$ cat config.mk
export PLATFORM = sky130hd
export DESIGN_NAME = sparse_qc_mult
export DESIGN_NICKNAME = d
export VERILOG_FILES = /design/src/rtl/sparse_qc_mult.sv
export SDC_FILE = /design/constraint.sdc
export NUM_CORES = 1
export LEC_CHECK = 0
export BUFFER_PORTS_ARGS = -buffer_cell sky130_fd_sc_hd__buf_4
export CORE_UTILIZATION = 57
export CTS_BUF_LIST = sky130_fd_sc_hd__clkbuf_2
export DETAILED_ROUTE_END_ITERATION = 12
export PLACE_DENSITY = 0.84
export SYNTH_ARGS = -nofsm -noshare
export SYNTH_HDL_FRONTEND = slang
export SYNTH_SLANG_ARGS = --single-unit
$ cat constraint.sdc
create_clock -name i_clock -period 16.7 [get_ports i_clock]
set_clock_uncertainty 0.2 [all_clocks]
set_input_delay 0.835 -clock i_clock [delete_from_list [all_inputs] [get_ports i_clock]]
set_output_delay 0.835 -clock i_clock [all_outputs]
set_load 0.03 [all_outputs]
$ cat src/rtl/sparse_qc_mult.sv
// sparse_qc_mult: quasi-cyclic sparse GF(2) matrix multiplier on valid/ready streams.
// A block of IN_LEN input words is captured into one of two ping-pong banks; while
// the next block fills the other bank, OUT_LEN product words are drained, each the
// XOR of the enabled taps of its row applied to the stored words (rotated left).
module sparse_qc_mult #(
   parameter int WIDTH   = 96,
   parameter int IN_LEN  = 1,
   parameter int OUT_LEN = 11,
   parameter int SHIFT_W = $clog2(WIDTH),
   parameter int ENTRY_W = SHIFT_W + 1,
   parameter logic [OUT_LEN*IN_LEN*ENTRY_W-1:0] TAP_TABLE = 88'h0000000000800000000087
) (
   input  logic             i_clock,
   input  logic             i_reset,
   input  logic [WIDTH-1:0] i_input_data,
   input  logic             i_input_valid,
   output logic             o_input_ready,
   output logic [WIDTH-1:0] o_output_data,
   output logic             o_output_valid,
   output logic             o_output_last,
   input  logic             i_output_ready
);

   localparam int IN_CNT_W  = (IN_LEN  > 1) ? $clog2(IN_LEN)  : 1;
   localparam int OUT_CNT_W = (OUT_LEN > 1) ? $clog2(OUT_LEN) : 1;
   localparam logic [IN_CNT_W-1:0]  IN_LAST  = IN_CNT_W'(IN_LEN - 1);
   localparam logic [OUT_CNT_W-1:0] OUT_LAST = OUT_CNT_W'(OUT_LEN - 1);

   // A rotate amount of WIDTH or more in an enabled tap cannot be realised.
   for (genvar g = 0; g < OUT_LEN * IN_LEN; g++) begin : g_tap_check
      if (TAP_TABLE[g*ENTRY_W + ENTRY_W - 1] &&
          (int'(TAP_TABLE[g*ENTRY_W +: SHIFT_W]) >= WIDTH)) begin : g_bad_shift
         $error("sparse_qc_mult: tap %0d has shift >= WIDTH", g);
      end
   end

   // Left rotate through a doubled word: the upper half of {d,d}<<s is rotl(d,s).
   function automatic logic [WIDTH-1:0] rotl(input logic [WIDTH-1:0] d,
                                             input logic [SHIFT_W-1:0] s);
      logic [2*WIDTH-1:0] dd;
      dd = {d, d} << s;
      return dd[2*WIDTH-1:WIDTH];
   endfunction

   logic [WIDTH-1:0]     bank_mem_r [2][IN_LEN];
   logic [1:0]           bank_full_r;
   logic [1:0]           bank_full_next_s;
   logic                 wr_bank_r;
   logic                 rd_bank_r;
   logic [IN_CNT_W-1:0]  in_count_r;
   logic [OUT_CNT_W-1:0] out_count_r;
   logic                 in_accept_s;
   logic                 out_accept_s;
   logic                 fill_done_s;
   logic                 drain_done_s;
   logic [WIDTH-1:0]     acc_s;
   logic [ENTRY_W-1:0]   entry_s;

   assign o_input_ready  = ~bank_full_r[wr_bank_r];
   assign o_output_valid = bank_full_r[rd_bank_r];
   assign o_output_last  = o_output_valid & (out_count_r == OUT_LAST);
   assign o_output_data  = o_output_valid ? acc_s : {WIDTH{1'b0}};

   assign in_accept_s  = i_input_valid & o_input_ready;
   assign out_accept_s = o_output_valid & i_output_ready;
   assign fill_done_s  = in_accept_s & (in_count_r == IN_LAST);
   assign drain_done_s = out_accept_s & (out_count_r == OUT_LAST);

   // Bank occupancy: fill and drain completions always hit different banks.
   always_comb begin
      bank_full_next_s = bank_full_r;
      if (fill_done_s) begin
         bank_full_next_s[wr_bank_r] = 1'b1;
      end else begin
         bank_full_next_s = bank_full_next_s;
      end
      if (drain_done_s) begin
         bank_full_next_s[rd_bank_r] = 1'b0;
      end else begin
         bank_full_next_s = bank_full_next_s;
      end
   end

   // Block sequencing: word counters, bank pointers and occupancy flags.
   always_ff @(posedge i_clock) begin
      if (i_reset) begin
         bank_full_r <= 2'b00;
         wr_bank_r   <= 1'b0;
         rd_bank_r   <= 1'b0;
         in_count_r  <= '0;
         out_count_r <= '0;
      end else begin
         bank_full_r <= bank_full_next_s;
         if (in_accept_s) begin
            if (in_count_r == IN_LAST) begin
               in_count_r <= '0;
               wr_bank_r  <= ~wr_bank_r;
            end else begin
               in_count_r <= in_count_r + 1'b1;
            end
         end
         if (out_accept_s) begin
            if (out_count_r == OUT_LAST) begin
               out_count_r <= '0;
               rd_bank_r   <= ~rd_bank_r;
            end else begin
               out_count_r <= out_count_r + 1'b1;
            end
         end
      end
   end

   // Word storage; contents are don't-care until the bank is marked full.
   always_ff @(posedge i_clock) begin
      if (in_accept_s && !i_reset) begin
         bank_mem_r[wr_bank_r][in_count_r] <= i_input_data;
      end
   end

   // Product for the current output row, built only from registered state.
   always_comb begin
      acc_s   = {WIDTH{1'b0}};
      entry_s = {ENTRY_W{1'b0}};
      for (int i = 0; i < IN_LEN; i++) begin
         entry_s = TAP_TABLE[(int'(out_count_r) * IN_LEN + i) * ENTRY_W +: ENTRY_W];
         if (entry_s[ENTRY_W-1]) begin
            acc_s = acc_s ^ rotl(bank_mem_r[rd_bank_r][IN_CNT_W'(i)], entry_s[SHIFT_W-1:0]);
         end else begin
            acc_s = acc_s;
         end
      end
   end

endmodule

==> summary.txt <==
STA
  • RSZ-0062 raised after global routing: false
  • Setup WS post-layout: 12.06 ns
  • Final critical-path share of the clock period: 27.8%
  • Worst-Margin Slew: 1.10 ns
  • Fin Setup TNS: 0 ns
  • Slew Limit Headroom: 26.7%
  • Hold violation total from the final report: 0
  • Min Tclk post-route: 4.64 ns
  • Fin. max-slew vios: 0
  • Peak Freq: 0.216 GHz
  • Final setup vio count: 0

Die
  • Starting Density: 58.3%
  • Die X: 129 um
  • Ports: 199
  • Core area: 15,900 um^2
  • Core Rows: 46
  • Die height: 129 um
  • DIE AREA: 16,700 um^2

GRT
  • Antenna violations before repair: 2
  • Largest net degree at the start of global routing: 80
  • Total global-route track usage: 27.7%
  • Global-route wire length before repair: 33.3 mm
  • Vias in the first global route: 5,986
  • GRT Residual Overflow: 0

Synthesis
  • Register area share after synthesis: 64.3%
  • Main synth FF type: edfxtp_1
  • Synth warnings: 0
  • Distinct cells, synth: 32
  • Post-Syn Nets: 572
  • Number of synthesized flops with an enable pin: 192
  • Synthesized cell area: 9250 um^2
  • Yosys reg bits: 201
  • Gate count of the mapped netlist: 472
  • Async set or reset register ratio after synthesis: 0%
  • Mean Syn Cell Area: 19.6 um^2

Cells and area
  • Final Util: 74.3%
  • Share of layout cells above drive strength 1: 51.0%
  • Layout area overhead: 27.5%
  • Post-layout net count: 845
  • Final Cell Area: 11,800 um^2

Placement
  • Post-Place Worst Slack: 12.75 ns
  • Cell Area, Placed: 10,900 um^2
  • DP HPWL: 15.2 mm
  • I/O Buffers: 198
  • Placer Congestion: 0.847

Clock tree
  • CTS Buf Count: 49
  • CTS tree: done
  • CTS Sinks: 201
  • CTS root buffer: clkbuf_2
  • CTS resizes: 0
  • Clk pin slew, worst setup/hold paths: 0.10 ns
  • Post-CTS Setup Bufs: 0
  • Clock Path Buffers: 3
  • H-tree depth: 2
  • Worst-Skew Late Latency: 0.76 ns
  • CTS Hold Bufs: 45

Status
  • Run status: completed

Pwr
  • Maximum VDD drop: 0.0000567 V
  • Leak: 4.27 nW
  • Pwr dens: 88.0 nW/um^2

Critical path
  • CP Class: reg2out
  • Startpoint types: flip-flop
  • Crit. End Element: output port
  • CP required: 15.66 ns
  • Worst Path Max Fanout: 54
  • Arrival @ worst endpoint: 3.60 ns

Run
  • Max Cap Violations: 0

Drt
  • Starting DRT DRC Count: 526
  • DRC errors left: 0
  • Routed WL per cell: 23.1 um
  • Vias per inst: 5.93
  • Number of iterations in the first detailed-routing pass: 5
  • Vias after detailed routing: 5,895
  • Final ANT Viol Nets: 0
  • Final WL: 23.0 mm

Hold path
  • Hold Crit Class: in2reg
==> layout by cell type, fill, tap and decap left out, types with 3 or more instances in the layout <==
cell type,n
buf_4,206
edfxtp_1,192
mux4_2,96
nor2b_1,75
clkbuf_2,65
dlygate4sd3_1,49
nor2b_2,21
clkinv_1,15
dfxtp_1,8
a21oi_1,6
and2b_1,5
inv_1,4
nor2_1,4
or4_1,3
nand2_1,3
o21ai_0,3
==> cell usage after synthesis (2+ instances only) <==
cell / n / area (um^2)
edfxtp_1: 192 / 5770
mux4_2: 96 / 2160
nor2b_1: 75 / 469
nor2b_2: 21 / 184
buf_2: 12 / 60.1
clkbuf_1: 11 / 41.3
dfxtp_1: 9 / 180
a21oi_1: 6 / 30.0
and2b_1: 5 / 37.5
buf_1: 5 / 18.8
buf_6: 5 / 56.3
inv_1: 4 / 15.0
nor2_1: 4 / 15.0
nand2_1: 3 / 11.3
o21ai_0: 3 / 15.0
or4_1: 3 / 22.5
nor4b_1: 2 / 17.5
o31ai_1: 2 / 15.0
==> registers in the layout, summed over array words and instances (netlist names), named ones only <==
signal and flops:
rd_bank_r 1, bank_full_r 2, bank_mem_r 192, wr_bank_r 1, out_count_r 4
==> metrics by stage <==
step / hold WS (ns) / power, mW / instances
after floorplan: 0.321 / 0.688 / 472
after global placement: 0.344 / 0.744 / 861
after detailed placement: 0.386 / 0.748 / 861
after CTS: 0.000197 / 1.04 / 988
after global routing: 0.000132 / 1.08 / 994
final: 0.0547 / 1.04 / 994
==> metal layers <==
| metal | wire length, um | vias to the layer above | track usage (%) |
|---|---|---|---|
| met2 | 11500 | 358 | 44.0 |
| li1 | - | 2510 | - |
| met3 | 1910 | 50 | 5.57 |
| met1 | 8980 | 2977 | 38.7 |
| met5 | 0 | - | 0 |
| met4 | 602 | 0 | 10.6 |
==> worst max-delay path: stages, from the launching register on <==
cell and delay [ns]:
dfxtp_4 0.88, buf_4 0.90, mux4_2 0.63, nor2b_1 0.16, buf_4 0.19
==> where the power goes <==
group	internal [mW]	switching [mW]	leakage, nW
registers	0.572	0.0110	1.83
clock network	0.105	0.186	0.301
logic	0.0765	0.0880	2.14
==> final cells by class <==
cell class	instances	area, um^2
antenna	2	5.00
sequential	201	5950
multi-input combinational	234	3130
timing repair buffer	255	2040
clock inverter	17	66.3
fill	1002	4090
tap	216	270
clock buffer	65	325
inverter	4	15.0
==> cell families after synthesis <==
family / share of synthesized area [%]
AOI/OAI and AO/OA: 1.15
buffers and inverters: 2.07
DFF: 64.3
muxes: 23.6
and+or+nand+nor: 8.91
==> path summary, 6_finish.rpt <==
check / from / end / slack [ns] / depth (start not counted)
worst max-delay path: flip-flop / o_output_data[48] / 12.06 / 4
worst min-delay path: i_input_data[89] / bank_mem_r[0][89] / 0.05 / 1
worst max register to register: wr_bank_r / bank_mem_r[1][76] / 14.03 / 4
worst min register to register: bank_full_r[1] / wr_bank_r / 0.41 / 2
No activity file was read; power rests on OpenSTA's default activity.
